--- src/rtl/ddr_port_ctrl_if.sv ---
// Stream, address-generator and memory-command signals of one DDR port.
// The slave view belongs to the controller; the master view belongs to its surroundings.
interface ddr_port_ctrl_if #(
    parameter int DW = 32
);
    logic          in_valid;
    logic [DW-1:0] in_data;
    logic          in_ready;
    logic [24:0]   wr_addr;
    logic [24:0]   rd_addr;
    logic          read_en;
    logic          wr_addr_up;
    logic          rd_addr_up;
    logic          mem_cmd_valid;
    logic          mem_cmd_we;
    logic [24:0]   mem_cmd_addr;
    logic [DW-1:0] mem_wdata;
    logic          mem_cmd_ready;
    logic          mem_rdata_valid;
    logic [DW-1:0] mem_rdata;
    logic          out_valid;
    logic [DW-1:0] out_data;
    logic          out_ready;
    logic          err_unexp;

    modport slave (
        input  in_valid, in_data, wr_addr, rd_addr, read_en,
        input  mem_cmd_ready, mem_rdata_valid, mem_rdata, out_ready,
        output in_ready, wr_addr_up, rd_addr_up,
        output mem_cmd_valid, mem_cmd_we, mem_cmd_addr, mem_wdata,
        output out_valid, out_data, err_unexp
    );

    modport master (
        output in_valid, in_data, wr_addr, rd_addr, read_en,
        output mem_cmd_ready, mem_rdata_valid, mem_rdata, out_ready,
        input  in_ready, wr_addr_up, rd_addr_up,
        input  mem_cmd_valid, mem_cmd_we, mem_cmd_addr, mem_wdata,
        input  out_valid, out_data, err_unexp
    );
endinterface

--- src/rtl/ddr_port_ctrl.sv ---
// Single-port DDR command sequencer: buffers a write stream, issues credit-limited reads,
// arbitrates one command at a time and returns read data in order.
module ddr_port_ctrl #(
    parameter int DW       = 32,
    parameter int WF_DEPTH = 4,
    parameter int RF_DEPTH = 8
) (
    input  logic           clk,
    input  logic           reset,
    ddr_port_ctrl_if.slave bus
);
    localparam int WPW = (WF_DEPTH > 1) ? $clog2(WF_DEPTH) : 1;
    localparam int WCW = $clog2(WF_DEPTH + 1);
    localparam int RPW = (RF_DEPTH > 1) ? $clog2(RF_DEPTH) : 1;
    localparam int RCW = $clog2(RF_DEPTH + 1);

    localparam logic [1:0] IDLE  = 2'd0;
    localparam logic [1:0] ISSUE = 2'd1;
    localparam logic [1:0] UPD   = 2'd2;

    typedef struct packed {
        logic          we;
        logic [24:0]   addr;
        logic [DW-1:0] data;
    } cmd_t;

    function automatic logic [WPW-1:0] wf_nxt(input logic [WPW-1:0] p);
        return (p == WPW'(WF_DEPTH - 1)) ? '0 : p + 1'b1;
    endfunction

    function automatic logic [RPW-1:0] rf_nxt(input logic [RPW-1:0] p);
        return (p == RPW'(RF_DEPTH - 1)) ? '0 : p + 1'b1;
    endfunction

    logic [1:0]                  state;
    cmd_t                        cmd;
    logic                        last_we;
    logic                        err;

    logic [WF_DEPTH-1:0][DW-1:0] wf_mem;
    logic [WPW-1:0]              wf_wp, wf_rp;
    logic [WCW-1:0]              wf_cnt;
    logic                        wf_push, wf_pop, wf_full;

    logic [RF_DEPTH-1:0][DW-1:0] rf_mem;
    logic [RPW-1:0]              rf_wp, rf_rp;
    logic [RCW-1:0]              rf_cnt;
    logic                        rf_push, rf_pop;

    logic [RCW-1:0]              outst;
    logic [RCW:0]                credit_sum;
    logic                        rd_acc, unexp;
    logic                        wr_elig, rd_elig, gnt_we;

    // ---------------- write buffer ----------------
    assign wf_full = (wf_cnt == WCW'(WF_DEPTH));
    assign wf_push = bus.in_valid && !wf_full;
    assign wf_pop  = (state == ISSUE) && bus.mem_cmd_ready && cmd.we;

    always_ff @(posedge clk) begin
        if (wf_push)
            wf_mem[wf_wp] <= bus.in_data;
    end

    always_ff @(posedge clk) begin
        if (reset) begin
            wf_wp  <= '0;
            wf_rp  <= '0;
            wf_cnt <= '0;
        end else begin
            if (wf_push) wf_wp <= wf_nxt(wf_wp);
            if (wf_pop)  wf_rp <= wf_nxt(wf_rp);
            wf_cnt <= wf_cnt + WCW'(wf_push) - WCW'(wf_pop);
        end
    end

    // ---------------- read-return buffer ----------------
    // Only returns backed by an outstanding read are stored; the credit check keeps room for them.
    assign rd_acc  = (state == ISSUE) && bus.mem_cmd_ready && !cmd.we;
    assign rf_push = bus.mem_rdata_valid && (outst != '0);
    assign unexp   = bus.mem_rdata_valid && (outst == '0);
    assign rf_pop  = (rf_cnt != '0) && bus.out_ready;

    always_ff @(posedge clk) begin
        if (rf_push)
            rf_mem[rf_wp] <= bus.mem_rdata;
    end

    always_ff @(posedge clk) begin
        if (reset) begin
            rf_wp  <= '0;
            rf_rp  <= '0;
            rf_cnt <= '0;
        end else begin
            if (rf_push) rf_wp <= rf_nxt(rf_wp);
            if (rf_pop)  rf_rp <= rf_nxt(rf_rp);
            rf_cnt <= rf_cnt + RCW'(rf_push) - RCW'(rf_pop);
        end
    end

    always_ff @(posedge clk) begin
        if (reset) begin
            outst <= '0;
            err   <= 1'b0;
        end else begin
            case ({rd_acc, rf_push})
                2'b10:   outst <= outst + 1'b1;
                2'b01:   outst <= outst - 1'b1;
                default: outst <= outst;
            endcase
            if (unexp) err <= 1'b1;
        end
    end

    // ---------------- arbitration ----------------
    assign credit_sum = {1'b0, outst} + {1'b0, rf_cnt};
    assign wr_elig    = (wf_cnt != '0);
    assign rd_elig    = bus.read_en && (credit_sum < (RCW+1)'(RF_DEPTH));

    always_comb begin
        gnt_we = wr_elig;
        if (wf_full)
            gnt_we = 1'b1;
        else if (wr_elig && rd_elig)
            gnt_we = ~last_we;
    end

    // Command registers are loaded once in IDLE and held untouched through ISSUE.
    always_ff @(posedge clk) begin
        if (reset) begin
            state   <= IDLE;
            cmd     <= '0;
            last_we <= 1'b0;
        end else begin
            case (state)
                IDLE: begin
                    if (wr_elig || rd_elig) begin
                        state     <= ISSUE;
                        last_we   <= gnt_we;
                        cmd.we    <= gnt_we;
                        cmd.addr  <= gnt_we ? bus.wr_addr : bus.rd_addr;
                        cmd.data  <= gnt_we ? wf_mem[wf_rp] : '0;
                    end
                end
                ISSUE:   if (bus.mem_cmd_ready) state <= UPD;
                UPD:     state <= IDLE;
                default: state <= IDLE;
            endcase
        end
    end

    // ---------------- outputs ----------------
    assign bus.in_ready      = !wf_full;
    assign bus.mem_cmd_valid = (state == ISSUE);
    assign bus.mem_cmd_we    = cmd.we;
    assign bus.mem_cmd_addr  = cmd.addr;
    assign bus.mem_wdata     = cmd.data;
    assign bus.wr_addr_up    = (state == UPD) && cmd.we;
    assign bus.rd_addr_up    = (state == UPD) && !cmd.we;
    assign bus.out_valid     = (rf_cnt != '0);
    assign bus.out_data      = (rf_cnt != '0) ? rf_mem[rf_rp] : '0;
    assign bus.err_unexp     = err;
endmodule

--- src/flat_wrapper.sv ---
// flat-port wrapper written by rule: the top's interface ports become plain ports
module ddr_port_ctrl_flat 
#(
    parameter int DW       = 32,
    parameter int WF_DEPTH = 4,
    parameter int RF_DEPTH = 8
)
  (clk, reset, bus_in_valid, bus_in_data, bus_wr_addr, bus_rd_addr, bus_read_en, bus_mem_cmd_ready, bus_mem_rdata_valid, bus_mem_rdata, bus_out_ready, bus_in_ready, bus_wr_addr_up, bus_rd_addr_up, bus_mem_cmd_valid, bus_mem_cmd_we, bus_mem_cmd_addr, bus_mem_wdata, bus_out_valid, bus_out_data, bus_err_unexp);
  ddr_port_ctrl_if #(.DW(DW)) bus_i ();
  input  logic clk;
  input  logic reset;
  input wire logic [$bits(bus_i.in_valid)-1:0] bus_in_valid;
  input wire logic [$bits(bus_i.in_data)-1:0] bus_in_data;
  input wire logic [$bits(bus_i.wr_addr)-1:0] bus_wr_addr;
  input wire logic [$bits(bus_i.rd_addr)-1:0] bus_rd_addr;
  input wire logic [$bits(bus_i.read_en)-1:0] bus_read_en;
  input wire logic [$bits(bus_i.mem_cmd_ready)-1:0] bus_mem_cmd_ready;
  input wire logic [$bits(bus_i.mem_rdata_valid)-1:0] bus_mem_rdata_valid;
  input wire logic [$bits(bus_i.mem_rdata)-1:0] bus_mem_rdata;
  input wire logic [$bits(bus_i.out_ready)-1:0] bus_out_ready;
  output wire logic [$bits(bus_i.in_ready)-1:0] bus_in_ready;
  output wire logic [$bits(bus_i.wr_addr_up)-1:0] bus_wr_addr_up;
  output wire logic [$bits(bus_i.rd_addr_up)-1:0] bus_rd_addr_up;
  output wire logic [$bits(bus_i.mem_cmd_valid)-1:0] bus_mem_cmd_valid;
  output wire logic [$bits(bus_i.mem_cmd_we)-1:0] bus_mem_cmd_we;
  output wire logic [$bits(bus_i.mem_cmd_addr)-1:0] bus_mem_cmd_addr;
  output wire logic [$bits(bus_i.mem_wdata)-1:0] bus_mem_wdata;
  output wire logic [$bits(bus_i.out_valid)-1:0] bus_out_valid;
  output wire logic [$bits(bus_i.out_data)-1:0] bus_out_data;
  output wire logic [$bits(bus_i.err_unexp)-1:0] bus_err_unexp;
  assign bus_i.in_valid = bus_in_valid;
  assign bus_i.in_data = bus_in_data;
  assign bus_i.wr_addr = bus_wr_addr;
  assign bus_i.rd_addr = bus_rd_addr;
  assign bus_i.read_en = bus_read_en;
  assign bus_i.mem_cmd_ready = bus_mem_cmd_ready;
  assign bus_i.mem_rdata_valid = bus_mem_rdata_valid;
  assign bus_i.mem_rdata = bus_mem_rdata;
  assign bus_i.out_ready = bus_out_ready;
  assign bus_in_ready = bus_i.in_ready;
  assign bus_wr_addr_up = bus_i.wr_addr_up;
  assign bus_rd_addr_up = bus_i.rd_addr_up;
  assign bus_mem_cmd_valid = bus_i.mem_cmd_valid;
  assign bus_mem_cmd_we = bus_i.mem_cmd_we;
  assign bus_mem_cmd_addr = bus_i.mem_cmd_addr;
  assign bus_mem_wdata = bus_i.mem_wdata;
  assign bus_out_valid = bus_i.out_valid;
  assign bus_out_data = bus_i.out_data;
  assign bus_err_unexp = bus_i.err_unexp;
  ddr_port_ctrl #(.DW(DW), .WF_DEPTH(WF_DEPTH), .RF_DEPTH(RF_DEPTH)) u_core (.clk(clk), .reset(reset), .bus(bus_i));
endmodule
--- config.mk ---
export PLATFORM = sky130hd
export DESIGN_NAME = ddr_port_ctrl_flat
export DESIGN_NICKNAME = d
export VERILOG_FILES = /design/src/rtl/ddr_port_ctrl_if.sv /design/src/rtl/ddr_port_ctrl.sv /design/src/flat_wrapper.sv
export SDC_FILE = /design/constraint.sdc
export NUM_CORES = 1
export LEC_CHECK = 0
export ABC_AREA = 1
export CORE_ASPECT_RATIO = 0.5
export CORE_MARGIN = 1.5
export CORE_UTILIZATION = 56
export DETAILED_ROUTE_END_ITERATION = 8
export PLACE_DENSITY_LB_ADDON = 0.1
export SYNTH_ARGS = -nofsm -noshare
export SYNTH_HDL_FRONTEND = slang
export SYNTH_SLANG_ARGS = --single-unit
--- constraint.sdc ---
create_clock -name clk -period 3.25 [get_ports clk]
set_input_delay 0.4875 -clock clk [delete_from_list [all_inputs] [get_ports clk]]
set_output_delay 0.4875 -clock clk [all_outputs]
set_load 0.005 [all_outputs]
* After elaboration in Yosys (flattened, before gate mapping)
Index checks and enable logic that the tools add are counted.
** Operators by class
- Equal/unequal tests :: 11
- Add/subtract/negate cells :: 11
- $mul :: 0
- Div/mod/pow operators :: 0
- Reductions and logical operators :: 24
- Shifts and indexed selects :: 0
- $lt $le $gt $ge :: 7
- Bitwise gates (word level) :: 1
- Mux-type cells :: 23
** Operators with widths (count)
- bitwise mux 256 bit :: 1
- 2-to-1 mux 32 bit :: 6
- bitwise mux 128 bit :: 1
- binary-select mux 32 bit (select 3 bit) :: 1
- demux 32 bit (select 3 bit) :: 1
- binary-select mux 32 bit (select 2 bit) :: 1
- demux 32 bit (select 2 bit) :: 1
- 2-to-1 mux 25 bit :: 1
- logical AND 1 bit :: 13
- == test 3 bit, second input constant :: 3
- == test 2 bit, second input constant :: 4
- < comparator 3 x 4 -> 1 bit, second input constant :: 2
- 2-to-1 mux 2 bit :: 4
- one-hot mux 4 bit (2 select lines) :: 1
- nonzero test 4 bit :: 2
- adder 3 x 1 -> 3 bit, second input constant :: 2
- < comparator 2 x 3 -> 1 bit, second input constant :: 2
- 2-to-1 mux 3 bit :: 2
- adder 4 x 4 -> 5 bit :: 1
- < comparator 5 x 4 -> 1 bit, second input constant :: 1
- adder 2 x 1 -> 2 bit, second input constant :: 2
- adder 4 x 1 -> 4 bit :: 1
- adder 4 x 1 -> 4 bit, second input constant :: 1
- == test 2 x 1 -> 1 bit, second input constant :: 2
- other kinds (18) :: 21
** Word-level totals
- Bits in writable memories :: 0
- Register bits :: 466
- Output and inout port bits :: 96
- ROM bits :: 0
- Memories kept :: 0
- Bits in latches :: 0

* Longest topological paths before layout
Gate-level depths: netlist of the first run.
- Depth in word-level cells :: 7
- Mapped depth :: 12
- Gate-level depth less buffers :: 11

* Worst setup path after synthesis of the first run
No wires, ideal clock.
- Path kind :: register -> register
- Start :: register u_core.wf_cnt[1]
- End :: register u_core.wf_mem[0] in the netlist's numbering, enable pin
- Required time :: 2.829 ns
- Library setup time :: 0.421 ns
- Stages on the path, launching flop included :: 5
- Path buffers :: 0
- Path slack :: 0.567 ns
- Arrival time :: 2.262 ns
- Cells stage by stage :: dfxtp_1 > inv_1 > nand3_1 > nand2_1 > nor2_1
** On the way
- Word-level cells in the longest chain between the ends :: 3
** Ends and longest elaborated chain
- start, declared :: RTL line ddr_port_ctrl.sv:42 : logic [WCW-1:0] wf_cnt;
- start signal, assigned :: RTL line ddr_port_ctrl.sv:73 : wf_cnt <= wf_cnt + WCW'(wf_push) - WCW'(wf_pop);
- == test 3 bit :: RTL line ddr_port_ctrl.sv:56 : assign wf_full = (wf_cnt == WCW'(WF_DEPTH));
- zero test 1 bit :: RTL line ddr_port_ctrl.sv:57 : assign wf_push = bus.in_valid && !wf_full;
- logical AND 1 bit :: RTL line ddr_port_ctrl.sv:57
- end signal, assigned by index :: RTL line ddr_port_ctrl.sv:62 : wf_mem[wf_wp] <= bus.in_data;
- end, declared :: RTL line ddr_port_ctrl.sv:40 : logic [WF_DEPTH-1:0][DW-1:0] wf_mem;
Every way passes these cells.
A chain may end at the register's enable or synchronous reset.

* Final worst setup path of the first run
- Start :: register u_core.rf_rp[0]
- End :: output bus_out_data[21]
** On the way
- Word-level cells in the longest chain between the ends :: 3
** Ends and longest elaborated chain
- start, declared :: RTL line ddr_port_ctrl.sv:46 : logic [RPW-1:0] rf_wp, rf_rp;
- start signal, assigned :: RTL line ddr_port_ctrl.sv:96 : if (rf_pop) rf_rp <= rf_nxt(rf_rp);
- binary-select mux 32 bit (select 3 bit) :: RTL line ddr_port_ctrl.sv:161 : assign bus.out_data = (rf_cnt != '0) ? rf_mem[rf_rp] : '0;
- 2-to-1 mux 32 bit (implied by the code) :: RTL line ddr_port_ctrl.sv:161
- 2-to-1 mux 32 bit :: RTL line ddr_port_ctrl.sv:161
- end, declared :: RTL line flat_wrapper.sv:29 : output wire logic [$bits(bus_i.out_data)-1:0] bus_out_data;
Every way passes these cells. The select of a mux whose other input is x is not followed.

==> results of run 1 <==
[sequential cells by signal, summed over array words and instances (netlist names)]
name and cells:
u_core.bus.mem_wdata 32, u_core.outst 4, u_core.rf_cnt 4, u_core.rf_wp 3
u_core.wf_wp 2, u_core.bus.mem_cmd_addr 25, u_core.wf_mem 128, u_core.rf_mem 256
u_core.wf_cnt 3, u_core.bus.mem_cmd_we 1, u_core.bus.err_unexp 1, u_core.state 2
u_core.rf_rp 3, u_core.wf_rp 2
[kinds of logic (layout without fill, tap and decap cells)]
kind of cell	Yosys count	in the layout
AO/OA/AOI/OAI	375	375
XOR/XNOR	6	6
adder cells (fa/ha/maj)	25	25
buffers and inverters	176	403
flip-flops	466	466
other	0	1
AND/OR/NAND/NOR	545	545
[worst paths after layout]
kind	from	end	slack (ns)	cells past startpoint
max	u_core.rf_rp[0]	bus_out_data[21]	0.21	6
min	u_core.bus.err_unexp	u_core.bus.err_unexp	0.45	2
max reg2reg	u_core.rf_cnt[2]	u_core.rf_cnt[2]	0.66	12
min reg2reg	u_core.bus.err_unexp	u_core.bus.err_unexp	0.45	2
[per-stage QoR]
stage	std cells	hold WS, ns	power [uW]	setup slack (ns)	instance area, um2
floorplan	1593	0.447	11300	0.567	18500
global placement	2175	0.442	13800	0.673	21300
detailed placement	2175	0.443	14000	0.627	21300
CTS	2251	0.454	19000	0.0548	22600
global route	2252	0.478	19900	0.0431	22700
finish	2253	0.453	18900	0.212	22700
[tightest hold or removal path, stage by stage, from the launching register on]
cell	delay, ns
sky130_fd_sc_hd__dfxtp_1	0.31
sky130_fd_sc_hd__inv_1	0.05
sky130_fd_sc_hd__a21oi_1	0.05
[placed cells by master, fill, tap and decap left out, drive strengths merged, types with 4 or more instances in the layout]
master / instances
xnor2: 4
inv: 75
clkbuf: 55
ha: 22
a31oi: 32
clkdlybuf4s50: 215
bufinv: 5
o22ai: 64
a211oi: 10
a21oi: 42
dfxtp: 82
clkinv: 15
edfxtp: 384
buf: 38
nand3: 91
o21ai: 226
nand2: 105
nor2: 342
[layout make-up]
| class | instances | area, um2 | area share |
|---|---|---|---|
| Antenna cell | 1 | 2.50 | 0.000110 |
| Clock buffer | 54 | 1140 | 0.0502 |
| Clock inverter | 22 | 233 | 0.0103 |
| Inverter | 73 | 277 | 0.0122 |
| Multi-Input combinational cell | 951 | 4700 | 0.207 |
| Sequential cell | 466 | 13200 | 0.581 |
| Tap cell | 432 | 541 | 0.0238 |
| Timing Repair Buffer | 254 | 2610 | 0.115 |
[where the power goes]
group	switching [uW]	leakage, uW	internal (uW)
clock network	2110	0.000675	2870
registers	326	0.00416	7340
logic	3630	0.00316	2590
total	6070	0.00800	12800
[routing by layer]
| metal | up-vias | track usage | part of all wire |
|---|---|---|---|
| li1 | 6049 | - | - |
| met1 | 6245 | 0.329 | 0.42 |
| met2 | 411 | 0.423 | 0.50 |
| met3 | 64 | 0.0440 | 0.059 |
| met4 | 0 | 0.0604 | 0.019 |
| met5 | - | 0 | 0 |
[what timing repair did]
action,4_1_cts,5_1_grt
endpoints found under the hold margin,0,0
setup endpoints to repair,0,9
resized for setup,0,4
[synth_stat cells (all sizes together)]
cell / n / area, um2
edfxtp: 384 / 11500
nor2: 342 / 1290
o21ai: 226 / 1130
nand2: 105 / 399
nand3: 91 / 455
dfxtp: 82 / 1640
inv: 73 / 274
clkbuf: 67 / 251
o22ai: 64 / 400
a21oi: 42 / 210
buf: 36 / 226
a31oi: 32 / 200
ha: 22 / 275
a211oi: 10 / 75.1
xnor2: 4 / 35.0
fa: 3 / 60.1
nor3: 3 / 15.0
nor3b: 2 / 15.0
xor2: 2 / 17.5
a21boi: 1 / 11.3
nand4: 1 / 6.26
or2: 1 / 6.26
==> insert_results.sql, run 1 <==
INSERT INTO impl_metrics (metric_group, metric, value, unit) VALUES
('status', 'run_status', 'finished, final reports clean', ''),
('global_routing', 'global_route_wire_length_before_repair', '66.2', 'mm'),
('routing', 'detail_route.wirelength', '42.8', 'mm'),
('clock_network', 'cts_hold_buffers', '0', ''),
('floorplan', 'num_rows', '46', ''),
('setup_path', 'max_incr_delay_on_cp', '0.56', 'ns'),
('layout', 'finalNetCount', '1933', ''),
('clock_network', 'ctsHtreeMaxLevel', '2', ''),
('routing', 'detailedRoute.firstPassIterationCount', '5', ''),
('routing', 'post_drt_wl_per_cell', '19.0', 'um'),
('global_routing', 'grt_overflow', '0', ''),
('global_routing', 'pin_count_of_the_biggest_net_entering_global_routing', '83', ''),
('routing', 'detailed_route_drc_error_count', '0', ''),
('floorplan', 'die_area', '34200', 'um2'),
('layout', 'post_route_cells_drive_above_1_share', '0.0670', ''),
('floorplan', 'fp.dieW', '260', 'um'),
('setup_path', 'critPathBufInv', '2', ''),
('yosys', 'mapped_avg_cell_area', '11.6', 'um2'),
('timing', 'timing.final.setup_violations', '0', ''),
('yosys', 'yosys-mux-area-fraction', '0', ''),
('timing', 'relSlewSlack', '0.247', ''),
('yosys', 'yosys.area_share.adder', '0.0181', ''),
('clock_network', 'insertion_delay', '0.54', 'ns'),
('power', 'cellPowerDensity', '832', 'nW/um2'),
('clock_network', 'tritoncts', 'yes', ''),
('timing', 'timing.final.max_slew_violations', '0', ''),
('placed_design', 'globalplace.congestion', '0.819', ''),
('setup_path', 'timing_worst_setup_path_type', 'reg -> out', ''),
('yosys', 'synth.net_count', '1739', ''),
('placed_design', 'hpwlAfterDp', '24.6', 'mm'),
('timing', 'fin_crit_sh', '0.935', ''),
('timing', 'max_freq', '0.329', 'GHz'),
('yosys', 'synth_compound_gate_area_share', '0.109', ''),
('clock_network', 'post-cts-setup-buffers', '0', ''),
('setup_path', 'kind_of_cell_with_the_highest_combined_delay_on_the_critical_path', 'buffers and inverters', ''),
('floorplan', 'dieHeight', '132', 'um'),
('clock_network', 'tritoncts_num_sinks', '466', ''),
('global_routing', 'global_route.usage.total', '0.247', ''),
('yosys', 'combinational_family_with_the_most_area_after_synthesis', 'simple AND/OR/NAND/NOR gates', ''),
('floorplan', 'initial_core_util', '0.577', ''),
('yosys', 'post_synth_xor_area_fraction', '0.00284', ''),
('global_routing', 'number_of_antenna_violations_at_the_first_check_in_global_routing', '1', ''),
('timing', 'totalNegativeSetupSlack', '0', 'ns'),
('routing', 'vias_after_detailed_routing', '12800', ''),
('clock_network', 'clkTransAtPathRegs', '0.06', 'ns'),
('setup_path', 'critical_path.most_common_cell', 'sky130_fd_sc_hd__o21ai_0', ''),
('timing', 'worst_clock_skew', '0.0119', 'ns'),
('routing', 'via_per_inst', '5.67', ''),
('yosys', 'synth_cells', '1593', ''),
('floorplan', 'pin_count', '217', ''),
('timing', 'unrepaired_setup_endpoints_after_global_routing', 'no', ''),
('flow_run', 'cap_violations', '0', ''),
('timing', 'hold_viol', '0', ''),
('setup_path', 'cpMaxStageDelayCell', 'sky130_fd_sc_hd__clkdlybuf4s50_1', ''),
('clock_network', 'clk_root_buffer_cell', 'sky130_fd_sc_hd__clkbuf_16', ''),
('layout', 'areaGrowthSynthToFinish', '22.4', '%'),
('worst_hold_path', 'worstHoldPathType', 'reg -> reg', ''),
('clock_network', 'tritoncts.num_buffers', '41', ''),
('yosys', 'yosysSeqAreaShare', '0.711', ''),
('yosys', 'yosys.area_share.simple', '0.118', ''),
('yosys', 'yosys_register_bits', '466', ''),
('setup_path', 'worst_setup_path_end_kind', 'output pin', ''),
('clock_network', 'cts_max_path_buffers', '3', ''),
('yosys', 'ys_warn_count', '0', ''),
('yosys', 'post_synth_instance_area', '18500', 'um2'),
('setup_path', 'req_time_crit_path', '2.76', 'ns'),
('power', 'leakage', '0.00800', 'uW'),
('power', 'ir_drop', '0.432', 'mV'),
('setup_path', 'crit_path_cell_trace', 'buf_6 > o21ai_0 > o22ai_1 > o21ai_0 > a31oi_1 > clkdlybuf4s50_1', ''),
('layout', 'layout.core_utilization', '0.706', ''),
('routing', 'drtAntennaViolNets', '0', ''),
('setup_path', 'start_kind', 'register', ''),
('timing', 'finalWorstPathRequiredPeriod', '3.04', 'ns'),
('timing', 'max_slew.worst_pin.slew', '1.13', 'ns'),
('global_routing', 'first_global_vias', '12400', ''),
('layout', 'final.fill_count', '2255', ''),
('yosys', 'synth.lib_cells_used.distinct', '28', ''),
('floorplan', 'floorplan.core_area', '32100', 'um2'),
('setup_path', 'timing.critical_path.arrival', '2.55', 'ns'),
('placed_design', 'io_buffers', '216', ''),
('routing', 'drt_first_iter_violations', '954', ''),
('setup_path', 'crit_path_max_fanout', '52', '');
Note: power is estimated with default switching activity, not from simulation.
==> run 2: changes to the inputs <==
ABC_AREA = unset   (was 1)
CORE_MARGIN = unset   (was 1.5)
==> insert_results.sql, run 2 <==
INSERT INTO impl_metrics (metric_group, metric, value, unit) VALUES
('layout', 'finalNetCount', '1357', ''),
('power', 'cellPowerDensity', '752', 'nW/um2'),
('routing', 'via_per_inst', '5.77', ''),
('clock_network', 'tritoncts_num_sinks', '466', ''),
('clock_network', 'tritoncts.num_buffers', '41', ''),
('setup_path', 'req_time_crit_path', '2.76', 'ns'),
('clock_network', 'insertion_delay', '0.54', 'ns'),
('timing', 'worst_clock_skew', '0.00919', 'ns'),
('setup_path', 'rr_endpoint', 'u_core.outst[3]', ''),
('routing', 'detailed_route_drc_error_count', '0', ''),
('power', 'leakage', '0.00728', 'uW'),
('setup_path', 'reg2reg_from', 'u_core.outst[3]', ''),
('placed_design', 'place_area', '21000', 'um2'),
('status', 'run_status', 'finished, final reports clean', ''),
('yosys', 'yosysSeqAreaShare', '0.730', ''),
('timing', 'finalWorstPathRequiredPeriod', '3.03', 'ns'),
('timing', 'max_freq', '0.330', 'GHz'),
('timing', 'timing.final.setup_violations', '0', ''),
('yosys', 'synth.lib_cells_used.distinct', '46', ''),
('yosys', 'post_synth_instance_area', '18000', 'um2'),
('layout', 'layout.cells.most_common_list', '384 x sky130_fd_sc_hd__edfxtp_1, 215 x sky130_fd_sc_hd__clkdlybuf4s50_1, 96 x sky130_fd_sc_hd__mux4_2', ''),
('timing', 'hold_viol', '0', ''),
('layout', 'areaGrowthSynthToFinish', '24.0', '%'),
('yosys', 'postSynth.asyncResetShare', '0', ''),
('yosys', 'synth_cells', '972', ''),
('timing', 'unrepaired_setup_endpoints_after_global_routing', 'no', ''),
('layout', 'finalInstanceArea', '22400', 'um2'),
('yosys', 'synth.top_cell.area_share', '0.639', ''),
('routing', 'detail_route.wirelength', '37.8', 'mm'),
('setup_path', 'timing_worst_setup_path_type', 'reg -> out', ''),
('global_routing', 'grt_overflow', '0', ''),
('yosys', 'synth.most_common_cell', 'sky130_fd_sc_hd__edfxtp_1', ''),
('timing', 'timing.final.max_slew_violations', '0', ''),
('timing', 'fin_crit_sh', '0.932', ''),
('layout', 'layout.core_utilization', '0.706', ''),
('power', 'pwr-share-seq', '0.443', ''),
('clock_network', 'cts_hold_buffers', '0', ''),
('layout', 'top_register', 'u_core.rf_mem', ''),
('clock_network', 'clk_root_buffer_cell', 'sky130_fd_sc_hd__clkbuf_16', ''),
('setup_path', 'crit_path_max_fanout', '12', ''),
('clock_network', 'tritoncts', 'yes', ''),
('yosys', 'synth_edf_count', '384', ''),
('yosys', 'synth.net_count', '1118', ''),
('routing', 'drt_first_iter_violations', '778', ''),
('layout', 'number_of_flip_flops_in_the_largest_register', '256', ''),
('power', 'ir_drop', '0.395', 'mV'),
('routing', 'vias_after_detailed_routing', '9677', ''),
('floorplan', 'floorplan.core_area', '31700', 'um2'),
('global_routing', 'global_route_wire_length_before_repair', '58.8', 'mm'),
('setup_path', 'reg2reg_depth', '8', ''),
('floorplan', 'num_rows', '46', ''),
('power', 'p_int', '12200', 'uW'),
('setup_path', 'start_kind', 'register', ''),
('power', 'p_comb_frac', '0.273', ''),
('yosys', 'synth.largest_area_cell', 'sky130_fd_sc_hd__edfxtp_1', ''),
('layout', 'final_common_cell', 'sky130_fd_sc_hd__edfxtp_1', ''),
('yosys', 'synth.area.top_cells', 'sky130_fd_sc_hd__edfxtp_1 64%, sky130_fd_sc_hd__mux4_2 12%, sky130_fd_sc_hd__dfxtp_1 9.1%', ''),
('power', 'switchingPower', '4580', 'uW'),
('placed_design', 'io_buffers', '216', ''),
('flow_run', 'cap_violations', '0', ''),
('clock_network', 'cts_max_path_buffers', '3', ''),
('setup_path', 'crit_path_end', 'bus_out_data[11]', ''),
('yosys', 'yosys_register_bits', '466', ''),
('yosys', 'ys_warn_count', '0', ''),
('floorplan', 'die_area', '33000', 'um2'),
('setup_path', 'ff2ff_setup_slack', '0.40', 'ns'),
('global_routing', 'number_of_antenna_violations_at_the_first_check_in_global_routing', '2', ''),
('timing', 'max_slew.worst_pin.slew', '1.11', 'ns'),
('placed_design', 'globalplace.congestion', '0.811', ''),
('yosys', 'yosys-top-cells-count', '384 x sky130_fd_sc_hd__edfxtp_1, 96 x sky130_fd_sc_hd__mux4_2, 82 x sky130_fd_sc_hd__dfxtp_1', ''),
('floorplan', 'initial_core_util', '0.569', ''),
('routing', 'detailedRoute.firstPassIterationCount', '5', ''),
('routing', 'post_drt_wl_per_cell', '22.6', 'um'),
('floorplan', 'dieHeight', '129', 'um'),
('global_routing', 'global_route.usage.total', '0.235', ''),
('placed_design', 'hpwlAfterDp', '22.0', 'mm'),
('timing', 'relSlewSlack', '0.262', ''),
('setup_path', 'crit_start', 'u_core.rf_rp[0]', ''),
('layout', 'final.fill_count', '2048', ''),
('clock_network', 'ctsHtreeMaxLevel', '2', ''),
('global_routing', 'pin_count_of_the_biggest_net_entering_global_routing', '53', ''),
('yosys', 'yosys_most_used_dff', 'sky130_fd_sc_hd__edfxtp_1', ''),
('routing', 'drtAntennaViolNets', '0', ''),
('floorplan', 'fp.dieW', '256', 'um'),
('global_routing', 'first_global_vias', '10200', ''),
('layout', 'post_route_cells_drive_above_1_share', '0.184', ''),
('floorplan', 'pin_count', '217', ''),
('setup_path', 'worst_setup_path_end_kind', 'output pin', ''),
('yosys', 'mapped_avg_cell_area', '18.6', 'um2'),
('timing', 'totalNegativeSetupSlack', '0', 'ns'),
('power', 'swShare', '0.272', ''),
('power', 'power_frac_clock', '0.284', ''),
('setup_path', 'timing.critical_path.arrival', '2.54', 'ns'),
('clock_network', 'clkTransAtPathRegs', '0.07', 'ns'),
('worst_hold_path', 'worstHoldPathType', 'in -> reg', '');
## run 2: kinds of logic (layout without fill, tap and decap cells)
logic type / after synthesis / in the layout / synth area share
muxes: 135 / 135 / 0.142
AOI/OAI and AO/OA: 127 / 127 / 0.0487
other: 0 / 2 / 0
DFF: 466 / 466 / 0.730
buffers and inverters: 81 / 351 / 0.0188
and+or+nand+nor: 132 / 132 / 0.0394
adders and majority gates: 25 / 25 / 0.0186
xor gates and xnor gates: 6 / 6 / 0.00291
## run 2: worst min path at each step
stage,from,endpoint,slack [ns],cells after the start
after global placement,u_core.bus.err_unexp,u_core.bus.err_unexp,0.46,2
after global routing,reset,u_core.wf_rp[1],0.29,2
after detailed placement,u_core.bus.mem_wdata[9],u_core.bus.mem_wdata[9],0.46,1
after floorplan,u_core.bus.err_unexp,u_core.bus.err_unexp,0.46,2
after CTS,reset,u_core.wf_wp[0],0.28,2
final,reset,u_core.wf_wp[0],0.31,2
## run 2: power groups by stage
stage / logic, uW / registers [uW] / clock network (uW)
CTS: 4590 / 7470 / 4870
global placement: 4380 / 7580 / 0
finish: 4590 / 7460 / 4770
global route: 4980 / 7520 / 5100
detailed placement: 4510 / 7610 / 0
floorplan: 2500 / 7490 / 0
## run 2: critical path: stages (launching register included)
cell	delay [ns]
sky130_fd_sc_hd__dfxtp_4	0.52
sky130_fd_sc_hd__buf_4	0.24
sky130_fd_sc_hd__mux4_2	0.50
sky130_fd_sc_hd__mux2i_1	0.21
sky130_fd_sc_hd__nor2_1	0.09
sky130_fd_sc_hd__clkdlybuf4s50_1	0.45
## run 2: repair_timing
item / CTS / global route
buffers inserted: 1 / 7
hold endpoints to repair: 0 / 0
gates resized for setup: 0 / 1
setup endpoints to repair: 19 / 2
## run 2: metrics by stage
step	setup slack (ns)	total power, uW	std cells	hold WS, ns
after floorplan	0.505	9990	972	0.460
after global placement	0.348	12000	1592	0.456
after detailed placement	0.150	12100	1592	0.463
after CTS	0.0634	16900	1667	0.283
after global routing	0.131	17600	1676	0.286
final	0.221	16800	1676	0.306
## run 2: final cells by class
cell class | instances | area [um2] | share of cell area
tap | 432 | 541 | 0.0242
inverter | 19 | 71.3 | 0.00319
clock inverter | 24 | 203 | 0.00906
timing repair buffer | 258 | 2630 | 0.118
clock buffer | 50 | 1100 | 0.0493
antenna | 2 | 5.00 | 0.000224
multi-input combinational | 425 | 4640 | 0.208
sequential | 466 | 13200 | 0.589
## run 2: metal layers
metal,up-vias,part of all wire,GRT usage
met5,-,0,0
met1,5014,0.42,0.308
met3,62,0.041,0.0429
met2,218,0.51,0.411
met4,0,0.020,0.0623
li1,4383,-,-
